==> src/rtl/reg_alu_pkg.sv <==
// Shared types for the register-file ALU datapath: opcode and sequencer state encodings.
// Opcodes match the 2-bit command bus, so a cmd_op value can be cast directly to op_e.
package reg_alu_pkg;

  localparam logic [1:0] OPC_ADD  = 2'b00;
  localparam logic [1:0] OPC_MUL  = 2'b01;
  localparam logic [1:0] OPC_LOAD = 2'b10;
  localparam logic [1:0] OPC_CLR  = 2'b11;

  typedef enum logic [1:0] {
    OP_ADD  = OPC_ADD,
    OP_MUL  = OPC_MUL,
    OP_LOAD = OPC_LOAD,
    OP_CLR  = OPC_CLR
  } op_e;

  typedef enum logic [1:0] {
    IDLE = 2'd0,
    EXEC = 2'd1,
    WB   = 2'd2
  } state_e;

endpackage

==> src/rtl/reg_alu_mul.sv <==
// Iterative shift-add multiplier: start loads operands, one partial product per cycle.
// Latency WIDTH cycles after start; done marks the final step, prod_lo/ovf are valid alongside it.
module reg_alu_mul #(
  parameter int WIDTH = 8
) (
  input  logic             ck,
  input  logic             clr_n,
  input  logic             start,
  input  logic [WIDTH-1:0] a,
  input  logic [WIDTH-1:0] b,
  output logic             busy,
  output logic             done,
  output logic [WIDTH-1:0] prod_lo,
  output logic             ovf
);

  localparam int CW = $clog2(WIDTH);
  localparam logic [CW-1:0] LAST = CW'(WIDTH - 1);

  logic               busy_q, busy_d;
  logic [CW-1:0]      cnt_q, cnt_d;
  logic [2*WIDTH-1:0] mcand_q, mcand_d;
  logic [WIDTH-1:0]   mplier_q, mplier_d;
  logic [2*WIDTH-1:0] prod_q, prod_d;
  logic [2*WIDTH-1:0] sum;

  assign sum = prod_q + (mplier_q[0] ? mcand_q : '0);

  always_comb begin
    busy_d   = busy_q;
    cnt_d    = cnt_q;
    mcand_d  = mcand_q;
    mplier_d = mplier_q;
    prod_d   = prod_q;
    if (start) begin
      busy_d   = 1'b1;
      cnt_d    = '0;
      mcand_d  = {{WIDTH{1'b0}}, a};
      mplier_d = b;
      prod_d   = '0;
    end else if (busy_q) begin
      prod_d   = sum;
      mcand_d  = mcand_q << 1;
      mplier_d = mplier_q >> 1;
      cnt_d    = cnt_q + CW'(1);
      if (cnt_q == LAST) busy_d = 1'b0;
    end
  end

  always_ff @(posedge ck or negedge clr_n) begin
    if (!clr_n) begin
      busy_q   <= 1'b0;
      cnt_q    <= '0;
      mcand_q  <= '0;
      mplier_q <= '0;
      prod_q   <= '0;
    end else begin
      busy_q   <= busy_d;
      cnt_q    <= cnt_d;
      mcand_q  <= mcand_d;
      mplier_q <= mplier_d;
      prod_q   <= prod_d;
    end
  end

  // Outputs reflect the sum being registered on the final step, so the caller needs no extra cycle.
  assign busy    = busy_q;
  assign done    = busy_q && (cnt_q == LAST);
  assign prod_lo = sum[WIDTH-1:0];
  assign ovf     = |sum[2*WIDTH-1:WIDTH];

endmodule

==> src/rtl/reg_alu_datapath.sv <==
// Register file + constant-operand ALU with IDLE/EXEC/WB sequencer; MUL needs REG_ALU_MUL_EN.
// ADD/LOAD/CLR/error: done 1 cycle after accept, MUL: WIDTH cycles; cmd_ready low outside IDLE.
module reg_alu_datapath
  import reg_alu_pkg::*;
#(
  parameter int WIDTH = 8,
  parameter int NREGS = 3,
  parameter int AW    = $clog2(NREGS)
) (
  input  logic             ck,
  input  logic             clr_n,
  input  logic             cmd_valid,
  output logic             cmd_ready,
  input  logic [1:0]       cmd_op,
  input  logic [AW-1:0]    cmd_src,
  input  logic [AW-1:0]    cmd_dst,
  input  logic [WIDTH-1:0] cmd_const,
  input  logic             cmd_cin,
  output logic             done,
  output logic             err,
  output logic [WIDTH-1:0] result,
  output logic             carry_out,
  input  logic [AW-1:0]    rd_addr,
  output logic [WIDTH-1:0] rd_data
);

`ifdef REG_ALU_MUL_EN
  localparam bit MUL_EN = 1'b1;
`else
  localparam bit MUL_EN = 1'b0;
`endif

  state_e           state_q, state_d;
  op_e              op_q, op_d;
  logic [AW-1:0]    dst_q, dst_d;
  logic [WIDTH-1:0] const_q, const_d;
  logic             cin_q, cin_d;
  logic [WIDTH-1:0] src_val_q, src_val_d;
  logic             err_q, err_d;
  logic [WIDTH-1:0] res_q, res_d;
  logic             cout_q, cout_d;
  logic [WIDTH-1:0] regs_q [NREGS];
  logic [WIDTH-1:0] regs_d [NREGS];

  logic             accept;
  logic             src_ok, dst_ok, rd_ok;
  logic             cmd_err;
  logic [WIDTH-1:0] src_rd;
  logic [WIDTH:0]   add_sum;

  assign src_ok  = int'(cmd_src) < NREGS;
  assign dst_ok  = int'(cmd_dst) < NREGS;
  assign rd_ok   = int'(rd_addr) < NREGS;
  assign src_rd  = src_ok ? regs_q[cmd_src] : '0;
  assign rd_data = rd_ok ? regs_q[rd_addr] : '0;
  assign cmd_err = !src_ok || !dst_ok || (!MUL_EN && (cmd_op == OPC_MUL));
  assign accept  = cmd_valid && (state_q == IDLE);
  assign add_sum = {1'b0, src_val_q} + {1'b0, const_q} + {{WIDTH{1'b0}}, cin_q};

`ifdef REG_ALU_MUL_EN
  logic             mul_busy, mul_done, mul_ovf;
  logic [WIDTH-1:0] mul_lo;

  // Started on the accept edge straight from the register file so MUL costs exactly WIDTH cycles.
  reg_alu_mul #(.WIDTH(WIDTH)) u_mul (
    .ck      (ck),
    .clr_n   (clr_n),
    .start   (accept && (cmd_op == OPC_MUL) && !cmd_err),
    .a       (src_rd),
    .b       (cmd_const),
    .busy    (mul_busy),
    .done    (mul_done),
    .prod_lo (mul_lo),
    .ovf     (mul_ovf)
  );
`endif

  always_comb begin
    state_d   = state_q;
    op_d      = op_q;
    dst_d     = dst_q;
    const_d   = const_q;
    cin_d     = cin_q;
    src_val_d = src_val_q;
    err_d     = err_q;
    res_d     = res_q;
    cout_d    = cout_q;
    regs_d    = regs_q;
    case (state_q)
      IDLE: begin
        if (accept) begin
          op_d      = op_e'(cmd_op);
          dst_d     = cmd_dst;
          const_d   = cmd_const;
          cin_d     = cmd_cin;
          src_val_d = src_rd;
          err_d     = cmd_err;
          state_d   = EXEC;
        end
      end
      EXEC: begin
        // A rejected command only waits out this cycle; result/carry keep their last values.
        if (err_q) begin
          state_d = WB;
        end else begin
          case (op_q)
            OP_ADD: begin
              {cout_d, res_d} = add_sum;
              state_d         = WB;
            end
            OP_MUL: begin
`ifdef REG_ALU_MUL_EN
              if (mul_done) begin
                res_d   = mul_lo;
                cout_d  = mul_ovf;
                state_d = WB;
              end else if (!mul_busy) begin
                state_d = WB;
              end
`else
              state_d = WB;
`endif
            end
            OP_LOAD: begin
              res_d   = const_q;
              cout_d  = 1'b0;
              state_d = WB;
            end
            default: begin
              res_d   = '0;
              cout_d  = 1'b0;
              state_d = WB;
            end
          endcase
        end
      end
      WB: begin
        if (!err_q) regs_d[dst_q] = res_q;
        state_d = IDLE;
      end
      default: state_d = IDLE;
    endcase
  end

  always_ff @(posedge ck or negedge clr_n) begin
    if (!clr_n) begin
      state_q   <= IDLE;
      op_q      <= OP_ADD;
      dst_q     <= '0;
      const_q   <= '0;
      cin_q     <= 1'b0;
      src_val_q <= '0;
      err_q     <= 1'b0;
      res_q     <= '0;
      cout_q    <= 1'b0;
      regs_q    <= '{default: '0};
    end else begin
      state_q   <= state_d;
      op_q      <= op_d;
      dst_q     <= dst_d;
      const_q   <= const_d;
      cin_q     <= cin_d;
      src_val_q <= src_val_d;
      err_q     <= err_d;
      res_q     <= res_d;
      cout_q    <= cout_d;
      regs_q    <= regs_d;
    end
  end

  assign cmd_ready = (state_q == IDLE);
  assign done      = (state_q == WB);
  assign err       = (state_q == WB) && err_q;
  assign result    = res_q;
  assign carry_out = cout_q;

endmodule

==> config.mk <==
export PLATFORM = sky130hd
export DESIGN_NAME = reg_alu_datapath
export DESIGN_NICKNAME = d
export VERILOG_FILES = /design/src/rtl/reg_alu_pkg.sv /design/src/rtl/reg_alu_mul.sv /design/src/rtl/reg_alu_datapath.sv
export SDC_FILE = /design/constraint.sdc
export NUM_CORES = 1
export LEC_CHECK = 0
export CAP_MARGIN = 0
export CORE_ASPECT_RATIO = 1.1
export CORE_MARGIN = 3
export CORE_UTILIZATION = 50
export CTS_CLUSTER_DIAMETER = 60
export DETAILED_ROUTE_END_ITERATION = 10
export HOLD_SLACK_MARGIN = 0.03
export PLACE_DENSITY = 0.85
export RECOVER_POWER = 25
export SYNTH_ARGS = -nofsm -noshare
export SYNTH_HDL_FRONTEND = slang
export SYNTH_SLANG_ARGS = --single-unit
==> constraint.sdc <==
create_clock -name ck -period 2.5 [get_ports ck]
set_clock_uncertainty 0.05 [all_clocks]
set_input_delay 0.25 -clock ck [delete_from_list [all_inputs] [get_ports ck]]
set_output_delay 0.25 -clock ck [all_outputs]
set_load 0.02 [all_outputs]
# ---- Word level (Yosys, flattened, before mapping)
# Cells that the tools add are included.
dict set report classes {
  addsub 2
  magnitude_cmp 7
  eq_ne 6
  mux 15
  bitwise 5
  n_reduce_logical 12
}
# cell count
set op_table {}
lappend op_table {{8-bit two-way mux} 7}
lappend op_table {{8-bit binary-select mux with 2-bit select} 2}
lappend op_table {{24-bit bitwise mux} 1}
lappend op_table {{8-bit one-hot mux with 3 select lines} 1}
lappend op_table {{8-bit demux with 2-bit select} 1}
lappend op_table {{8-bit by 8-bit adder with 9-bit output} 1}
lappend op_table {{9-bit by 1-bit adder with 9-bit output} 1}
lappend op_table {{3-bit >= comparator (second input constant)} 3}
lappend op_table {{2-bit NOT with 3-bit output} 3}
lappend op_table {{2-bit by 1-bit == test with 1-bit output (second input constant)} 3}
lappend op_table {{2-bit less-than comparator (second input constant)} 3}
lappend op_table {{2-bit == test (second input constant)} 2}
lappend op_table {{2-bit zero test} 2}
lappend op_table {{2-bit one-hot mux with 2 select lines} 1}
lappend op_table {{2-bit AND reduction} 2}
lappend op_table {{1-bit logical AND} 3}
lappend op_table {{3-bit by 1-bit less-than comparator with 1-bit output (second input constant)} 1}
lappend op_table {{3-bit AND reduction} 1}
lappend op_table {{1-bit zero test} 2}
lappend op_table {{1-bit logical OR} 2}
lappend op_table {{2-bit two-way mux} 1}
lappend op_table {{2-bit by 1-bit != test with 1-bit output (second input constant)} 1}
lappend op_table {{1-bit NOT} 2}
lappend op_table {{1-bit one-hot mux with 2 select lines} 1}
dict set report word_totals {
  regBits 57
  output_inout_bits 20
  wordCells 59
}

# ---- Longest topological paths before layout
# Gate-level depths: netlist of run 1.
dict set report logic_depth {
  word_depth 6
  depth_mapped 6
  depth_no_buf 6
}

# ---- Worst setup path after synthesis of run 1
# OpenSTA, ideal clock, no wires.
dict set report synth_path {
  path_type {reg-to-reg}
  startpoint {register const_q[0]}
  endpoint {register cout_q, in the netlist carry_out}
  setup_ns 0.120
  arrival_time_ns 2.124
  required_ns 2.330
  slack_ns 0.206
  path_stages_with_launch 7
  path_cell_list {dfrtp_1 -> fa_1 -> fa_1 -> a21o_1 -> a221oi_1 -> o21ai_0 -> a31o_2}
}
dict set report synth_between {
  elab_chain_len 3
}
# element line_no
set synth_lines {}
lappend synth_lines {{start, declared} reg_alu_datapath.sv:36} ;# logic [WIDTH-1:0] const_q, const_d;
lappend synth_lines {{start signal, assigned} reg_alu_datapath.sv:161} ;# const_q <= const_d;
lappend synth_lines {{8-bit by 8-bit adder with 9-bit output} reg_alu_datapath.sv:58} ;# assign add_sum = {1'b0, src_val_q} + {1'b0, const_q} + {{WIDTH{1'b0}}, cin_q};
lappend synth_lines {{9-bit by 1-bit adder with 9-bit output} reg_alu_datapath.sv:58}
lappend synth_lines {{1-bit one-hot mux with 2 select lines} reg_alu_datapath.sv:106} ;# case (op_q)
lappend synth_lines {{end signal, assigned} reg_alu_datapath.sv:166} ;# cout_q <= cout_d;
lappend synth_lines {{end, declared} reg_alu_datapath.sv:41} ;# logic cout_q, cout_d;
# Every way passes these cells.
# A chain may end at the register's enable or synchronous reset.

# ---- Worst setup path in the final report of run 1
# Same ends and word-level chain as after synthesis.

==> flow_summary.yaml, run 1 <==
power:
  combPwrFrac_pct: 37.3
  ir_drop_mv: 0.572
  switching_share_pct: 35.8
  finalPower_mw: 4.12
  cellPowerDensity_nw_per_um2: 1130
  seq_power_share_pct: 40.0
  p_clk_share_pct: 22.7
  internal-power_mw: 2.65
  p_leak_nw: 1.59
  p_sw_mw: 1.48
placed_design:
  pre_cts_ws_ns: 0.148
  portBuffers: 39
  hpwlAfterDp_mm: 4.52
  gp_congestion: 0.858
worst_setup_path:
  arrival_ns: 2.52
  critPathMaxFanout: 3
  cp_slowest_stage_delay_ns: 0.49
  start_kind: "flip-flop"
  crit_family: "adder cells"
  crit_top_cell: "fa_1"
  cp.required_ns: 2.68
  reg2reg_slack_ns: 0.15
  worstSetupEndpointType: "flip-flop"
  crit_chain: "fa_1 -> fa_1 -> a21o_1 -> a221oi_2 -> o21ai_0 -> a31o_2"
  critPathKind: "reg2reg"
  slowest_stage: "fa_1"
  cp.buffers_inverters: 0
routing:
  drt-pass1-iter-count: 4
  drc: 0
  ant_nets: 0
  drt_iter0_markers: 87
  vias: 2164
  vias_per_cell: 5.58
  post_drt_wl_per_cell_um: 16.2
  drt_wl_total_mm: 6.27
timing:
  hold_viol: 0
  clock.fmax_ghz: 0.426
  slew_headroom_pct: 31.9
  fin_tns_setup_ns: 0
  slew_viol_final: 0
  setup_ws_ns: 0.154
  period_minus_slack_ns: 2.35
  finalSetupViolations: 0
  worst_pin_slew_ns: 1.02
  fin_crit_sh_pct: 93.8
  rsz0062_at_grt: "no"
synthesis:
  synth-seq-cells: 57
  synth_flop_cell: "dfrtp_1"
  synth_edf_count: 0
  synthArstFlopShare_pct: 100
  syn_avg_cell_area_um2: 11.2
  ys_seq_area_share_pct: 49.1
  yosys_warnings: 0
  synth_nets: 288
  netlist_area_um2: 2900
  synth_area_leader_cell: "dfrtp_1"
  synthTopCellsByArea: "dfrtp_1 49%, mux2_2 13%, mux2i_1 5.5%"
  synthCells: 259
  synth.distinct_cells: 39
  synth_top_area_share_pct: 49.1
global_route:
  grt_first_pass_wirelength_mm: 10.6
  grt_usage_pct: 20.6
  grt_start_max_net_pins: 34
  top_usage_layer: "met2"
  met3_usage_pct: 5.57
  grtUsageMet1_pct: 25.4
  antenna_found_initial: 0
  grt_pass1_vias: 2194
  grt_overflow: 0
  gr-usage-met2_pct: 34.5
floorplan:
  die_h_um: 85.9
  io_pins: 40
  row_count: 28
  core_um2: 5500
  die_area_um2: 6760
  die_x_um: 78.7
  start_util_pct: 52.8
clocking:
  cts_buffer_depth: 2
  cts_inserted_buffers: 9
  insertion_delay_ns: 0.34
  root_buffer: "clkbuf_8"
  h-tree-depth: 3
  clock_sinks: 57
  cts_tree: "built"
  path_clk_slew_ns: 0.07
run_status:
  status: "finished clean"
job:
  cap_violations: 0
hold_path:
  min_path_type: "in2reg"
finish:
  post-route-util_pct: 66.1
  area_growth_pct: 25.2
  antennaDiodeCount: 0
  final.fill_count: 445
  drive_gt1_share_pct: 20.4
  nNetsFinal: 337
## cells in the final DEF, fill, tap and decap left out, types with 2 or more instances in the layout
master,n
o211ai_1,4
inv_1,5
mux2_1,2
clkbuf_8,9
clkdlybuf4s50_1,38
fa_1,2
xnor2_1,3
mux2_2,34
nor2b_1,5
nor3b_1,2
dfrtp_1,57
clkbuf_1,4
and2_1,2
bufinv_16,2
mux2i_1,16
buf_4,7
xor2_1,2
a21o_1,3
ha_1,7
nand2_2,2
a22oi_1,6
o21ai_0,21
nor2_1,21
clkinvlp_4,2
a21oi_1,25
nand2_1,12
## cells in the mapped netlist, types with 3 or more instances
master    count
clkbuf_1      4
o211ai_1      4
mux2i_1      16
a21o_1        3
o21ai_0      21
a21oi_1      25
dfrtp_1      57
mux2_2       34
inv_1         5
ha_1          7
nand2_1      12
nor2b_1       5
xnor2_1       3
buf_2         6
a22oi_1       6
nor2_1       21
## layer usage
layer	routed length (µm)	up-vias
met1	2660	1055
met3	348	8
met2	3170	65
li1	-	1036
met4	95	0
met5	0	-
## worst register-to-register path: stages, from the launching register on
cell and delay, ns:
dfrtp_1 0.41, fa_1 0.49, fa_1 0.42, a21o_1 0.22
a221oi_2 0.29, o21ai_0 0.12, a31o_2 0.25
## final timing paths
check,start,end,cells past startpoint
max in group asynchronous,clr_n,const_q[2]$_DFFE_PN0P_,3
worst max-delay path,const_q[0]$_DFFE_PN0P_,carry_out$_DFFE_PN0P_,6
min in group asynchronous,clr_n,regs_q[0]$_DFFE_PN0P_,2
worst min-delay path,cmd_const[6],const_q[6]$_DFFE_PN0P_,3
worst max register to register,const_q[0]$_DFFE_PN0P_,carry_out$_DFFE_PN0P_,6
worst min register to register,regs_q[23]$_DFFE_PN0P_,regs_q[23]$_DFFE_PN0P_,1
## stage by stage
step	area, µm²	hold slack (ns)	std cells
detailed placement	3410	0.122	371
CTS	3640	0.297	388
floorplan	2900	-0.0956	259
global placement	3410	0.121	371
finish	3640	0.445	388
global route	3640	0.453	388
## area by class of cell
type,instances,area (µm²),area share [%]
sequential,57,1430,39.2
multi-input combinational,186,1420,38.9
timing repair buffer,49,470,12.9
clock buffer,11,131,3.61
tap,75,93.8,2.58
clock inverter,5,80.1,2.20
inverter,5,18.8,0.516
## power by group through the flow
stage,clock network [mW],logic [mW],registers (mW)
2_1_floorplan,0,0.974,1.60
3_3_place_gp,0,1.45,1.63
3_5_place_dp,0,1.51,1.65
4_1_cts,0.953,1.53,1.64
5_1_grt,0.992,1.69,1.71
6_report,0.936,1.54,1.65
## sequential cells by signal, indices dropped and copies added (netlist names), 2 cells and up
signal / flops
regs_q: 24
const_q: 8
result: 8
src_val_q: 8
dst_q: 2
op_q: 2
state_q: 2
## cell families after synthesis
| logic type | count (synthesis) | synth area share (%) |
|---|---|---|
| mux | 52 | 19.5 |
| xor+xnor | 5 | 1.51 |
| fa+ha+maj | 9 | 4.39 |
| buf+inv | 16 | 2.33 |
| flops | 57 | 49.1 |
| simple gates | 54 | 9.78 |
| compound gates | 66 | 13.4 |
## what timing repair did
item                                    CTS  global route
endpoints found under the setup margin    0             2
hold buffers                              1             0
setup buffers                             0             0
gates resized for setup                   0             1
hold endpoints to repair                 14             0
No activity file was read; power rests on OpenSTA's default activity.
==> inputs of run 2 (changes only) <==
- MAX_ROUTING_LAYER: not set -> met4
==> flow_summary.yaml, run 2 (synthesis gave the netlist of run 1 again) <==
worst_setup_path:
  reg2reg_slack_ns: 0.14
  critPathMaxFanout: 3
  slowest_stage: "fa_1"
  worst_r2r_startpoint: "const_q[0]$_DFFE_PN0P_"
  cp_slowest_stage_delay_ns: 0.49
  critPathKind: "reg2reg"
  arrival_ns: 2.54
  cp.buffers_inverters: 1
  ff2ff_path_depth: 7
  worstSetupEndpointType: "flip-flop"
  start_kind: "flip-flop"
  crit_top_cell: "fa_1"
  crit_family: "adder cells"
  crit_chain: "fa_1 -> fa_1 -> a21o_1 -> a221oi_2 -> buf_4 -> xnor2_1 -> a21oi_1"
  r2r-end: "result[6]$_DFFE_PN0P_"
  cp.required_ns: 2.67
clocking:
  cts_setup_buffers: 0
  root_buffer: "clkbuf_8"
  insertion_delay_ns: 0.34
  clock_sinks: 57
  cts_buffer_depth: 2
  h-tree-depth: 3
  cts_inserted_buffers: 9
  path_clk_slew_ns: 0.07
  cts_tree: "built"
finish:
  antennaDiodeCount: 0
  drive_gt1_share_pct: 20.4
  area_growth_pct: 25.2
  regMostFlops: "regs_q"
  stdcell_count: 388
  nNetsFinal: 337
  seq_area_um2: 1430
  layout_common_cells: "57 x dfrtp_1, 38 x clkdlybuf4s50_1, 34 x mux2_2, 25 x a21oi_1"
  final_common_cell: "dfrtp_1"
  multiInputGateArea_um2: 1420
  final.fill_count: 445
  largest_register_ffs: 24
routing:
  wl_met2_mm: 3.18
  top_layer: "met4"
  vias: 2174
  wl_met1_mm: 2.79
  drc: 0
  drt-pass1-iter-count: 4
  ant_nets: 0
  route.met3.wl_um: 244
  post_drt_wl_per_cell_um: 16.4
  drt_iter0_markers: 122
  drt_wl_total_mm: 6.36
  vias_per_cell: 5.60
hold_path:
  min_to: "const_q[6]$_DFFE_PN0P_"
  whs_path_depth: 3
  min_path_type: "in2reg"
  hp-start: "cmd_const[6]"
floorplan:
  core_um2: 5500
  start_util_pct: 52.8
  io_pins: 40
  die_h_um: 85.9
  die_area_um2: 6760
  die_x_um: 78.7
  row_count: 28
global_route:
  antenna_found_initial: 0
  grt_usage_pct: 21.2
  grt_pass1_vias: 2198
  grt_start_max_net_pins: 34
  grt_overflow: 0
  grt_first_pass_wirelength_mm: 10.6
timing:
  finalSetupViolations: 0
  fin_hold_ws_ns: 0.438
  clock.fmax_ghz: 0.423
  slew_headroom_pct: 32.8
  hold_viol: 0
  slew_viol_final: 0
  setup_ws_ns: 0.136
  worst_pin_slew_ns: 1.01
  rsz0062_at_grt: "no"
  period_minus_slack_ns: 2.36
  fin_crit_sh_pct: 94.6
  fin_tns_setup_ns: 0
power:
  finalPower_mw: 4.14
  p_leak_nw: 1.59
  ir_drop_mv: 0.576
  cellPowerDensity_nw_per_um2: 1140
placed_design:
  gp_congestion: 0.872
  pre_cts_ws_ns: 0.148
  portBuffers: 39
  dp_cells: 371
  hpwlAfterDp_mm: 4.52
job:
  cap_violations: 0
run_status:
  status: "finished clean"
-- run 2: cell counts in the layout (fill, tap and decap cells not counted) --
No cell type changed its count.
-- run 2: how the worst max path moves through the flow --
stage	startpoint	to	slack [ns]	depth (start not counted)
after floorplan	const_q[0]$_DFFE_PN0P_	carry_out$_DFFE_PN0P_	0.21	6
after global placement	const_q[0]$_DFFE_PN0P_	carry_out$_DFFE_PN0P_	0.19	6
after detailed placement	const_q[0]$_DFFE_PN0P_	carry_out$_DFFE_PN0P_	0.15	6
after CTS	const_q[0]$_DFFE_PN0P_	result[6]$_DFFE_PN0P_	0.08	7
after global routing	const_q[0]$_DFFE_PN0P_	result[6]$_DFFE_PN0P_	0.03	7
final	const_q[0]$_DFFE_PN0P_	result[6]$_DFFE_PN0P_	0.14	7
-- run 2: per-stage QoR --
| stage | area, µm² | utilization, % |
|---|---|---|
| floorplan | 2900 | - |
| global placement | 3410 | 62.1 |
| detailed placement | 3410 | 62.1 |
| CTS | 3640 | 66.1 |
| global route | 3640 | 66.1 |
| finish | 3640 | 66.1 |
-- run 2: cell type report --
class                   count  area share (%)
clock inverters             5            2.20
multi-input cells         186            38.9
inverters                   5           0.516
clock buffers              11            3.61
well taps                  75            2.58
flip-flops and latches     57            39.2
repair buffers             49            12.9
-- run 2: worst register-to-register path, stage by stage, from the launching register on --
cell and delay, ns:
dfrtp_1 0.41, fa_1 0.49, fa_1 0.42, a21o_1 0.22
a221oi_2 0.30, buf_4 0.17, xnor2_1 0.10, a21oi_1 0.08
-- run 2: repair_timing --
| item | in CTS | in global routing |
|---|---|---|
| setup endpoints to repair | 0 | 2 |
| endpoints found under the hold margin | 14 | 0 |
| hold buffers | 1 | 0 |
| resized for setup | 0 | 1 |
-- run 2: metal layers --
| metal | vias to the layer above | track usage, % |
|---|---|---|
| met2 | 59 | 34.6 |
| met3 | 9 | 3.99 |
| li1 | 1036 | - |
| met1 | 1070 | 25.4 |
| met4 | 0 | 9.86 |
| met5 | - | - |
-- run 2: report_power, final --
group	total [mW]	leakage (nW)	switching (mW)	internal, mW
clock	0.948	0.0995	0.388	0.560
sequential	1.65	0.704	0.378	1.27
combinational	1.54	0.785	0.724	0.814
total	4.14	1.59	1.49	2.65
==> inputs of run 3 (changes only) <==
- SETUP_SLACK_MARGIN: not set -> 0.2
- clock period: 2.5 -> 2.25 ns (I/O delays scaled with it)
==> flow_summary.yaml, run 3 (synthesis gave the netlist of run 1 again) <==
global_route:
  grt_pass1_vias: 2242
  grt_overflow: 0
  antenna_found_initial: 0
  grt_start_max_net_pins: 58
  grt_usage_pct: 22.0
  grt_first_pass_wirelength_mm: 11.0
finish:
  post-route-util_pct: 68.6
  drive_gt1_share_pct: 25.5
  final.fill_count: 423
  stdcell_count: 397
  final_common_cell: "dfrtp_1"
  area_growth_pct: 30.0
  layout_common_cells: "57 x dfrtp_1, 34 x mux2_2, 30 x clkdlybuf4s50_1, 23 x a21oi_1, 21 x nor2_1"
  largest_register_ffs: 24
  multiInputGateArea_um2: 1450
  nNetsFinal: 346
  seq_area_um2: 1430
  antennaDiodeCount: 0
  regMostFlops: "regs_q"
clocking:
  cts_tree: "built"
  cts_inserted_buffers: 9
  cts_buffer_depth: 2
  path_clk_slew_ns: 0.07
  h-tree-depth: 3
  root_buffer: "clkbuf_8"
  insertion_delay_ns: 0.34
  clock_sinks: 57
placed_design:
  gp_congestion: 0.852
  hpwlAfterDp_mm: 4.67
  pre_cts_ws_ns: 0.0631
  dp_cells: 375
  portBuffers: 39
power:
  switching_share_pct: 35.1
  p_leak_nw: 1.77
  p_sw_mw: 1.71
  internal-power_mw: 3.16
  ir_drop_mv: 0.652
  cellPowerDensity_nw_per_um2: 1290
  p_clk_share_pct: 24.2
  seq_power_share_pct: 37.5
  combPwrFrac_pct: 38.2
  finalPower_mw: 4.87
routing:
  vias_per_cell: 5.59
  top_layer: "met4"
  vias: 2219
  drt_iter0_markers: 111
  route.met3.wl_um: 266
  drt-pass1-iter-count: 4
  drc: 0
  wl_met2_mm: 3.36
  ant_nets: 0
  post_drt_wl_per_cell_um: 16.7
  drt_wl_total_mm: 6.63
  wl_met1_mm: 2.83
timing:
  hold_viol: 0
  slew_viol_final: 0
  finalSetupViolations: 0
  fin_crit_sh_pct: 95.9
  setup_ws_ns: 0.0931
  fin_tns_setup_ns: 0
  slew_headroom_pct: 10.3
  rsz0062_at_grt: "yes"
  worst_pin_slew_ns: 1.35
  clock.fmax_ghz: 0.464
  period_minus_slack_ns: 2.16
worst_setup_path:
  cp.required_ns: 2.43
  critPathKind: "reg2reg"
  start_kind: "flip-flop"
  arrival_ns: 2.33
  critPathMaxFanout: 3
  worstSetupEndpointType: "flip-flop"
floorplan:
  start_util_pct: 52.8
  die_h_um: 85.9
  die_x_um: 78.7
  row_count: 28
  io_pins: 40
  core_um2: 5500
  die_area_um2: 6760
run_status:
  status: "finished clean"
hold_path:
  min_path_type: "in2reg"
job:
  cap_violations: 0
==> run 3: routing by layer <==
| layer | global-route usage, % | vias up |
|---|---|---|
| met2 | 35.4 | 58 |
| li1 | - | 1049 |
| met5 | - | - |
| met3 | 6.20 | 17 |
| met1 | 25.6 | 1095 |
| met4 | 10.0 | 0 |
==> run 3: final timing paths <==
check	startpoint	endpoint	slack (ns)	depth (start not counted)
max in group asynchronous	clr_n	regs_q[6]$_DFFE_PN0P_	0.58	3
min in group asynchronous	clr_n	dst_q[1]$_DFFE_PN0P_	0.75	3
max	src_val_q[0]$_DFFE_PN0P_	carry_out$_DFFE_PN0P_	0.09	6
max reg2reg	src_val_q[0]$_DFFE_PN0P_	carry_out$_DFFE_PN0P_	0.09	6
min reg2reg	regs_q[0]$_DFFE_PN0P_	regs_q[0]$_DFFE_PN0P_	0.48	1
min	cmd_const[6]	const_q[6]$_DFFE_PN0P_	0.39	3
==> run 3: worst max-delay path, cell delays in order (launching register included) <==
cell      delay, ns
dfrtp_1        0.41
fa_2           0.43
fa_2           0.36
a21o_1         0.19
a221oi_2       0.27
o21ai_1        0.11
a31o_2         0.23
==> run 3: what timing repair did <==
action,CTS,global route
pin swaps,5,8
gates resized for setup,3,11
endpoints found under the hold margin,57,0
endpoints found under the setup margin,6,11
hold buffers,1,0
buffers inserted,3,2
==> run 3: power by group through the flow <==
stage	Combinational, mW	Sequential (mW)	Clock [mW]
after floorplan	1.10	1.78	0
after global placement	1.64	1.79	0
after detailed placement	1.72	1.82	0
after CTS	1.79	1.81	1.19
after global routing	2.06	1.88	1.23
final	1.86	1.83	1.18
==> run 3: layout make-up <==
class | instances | area share [%]
tap | 75 | 2.49
sequential | 57 | 37.8
inverter | 5 | 0.497
timing repair buffer | 58 | 14.3
clock buffer | 11 | 3.75
clock inverter | 5 | 2.72
multi-input combinational | 186 | 38.4
==> run 3: per-stage QoR <==
step,hold slack (ns),instance area [µm²]
floorplan,-0.121,2920
global placement,0.348,3440
detailed placement,0.346,3440
CTS,0.374,3720
global route,0.415,3770
finish,0.388,3770
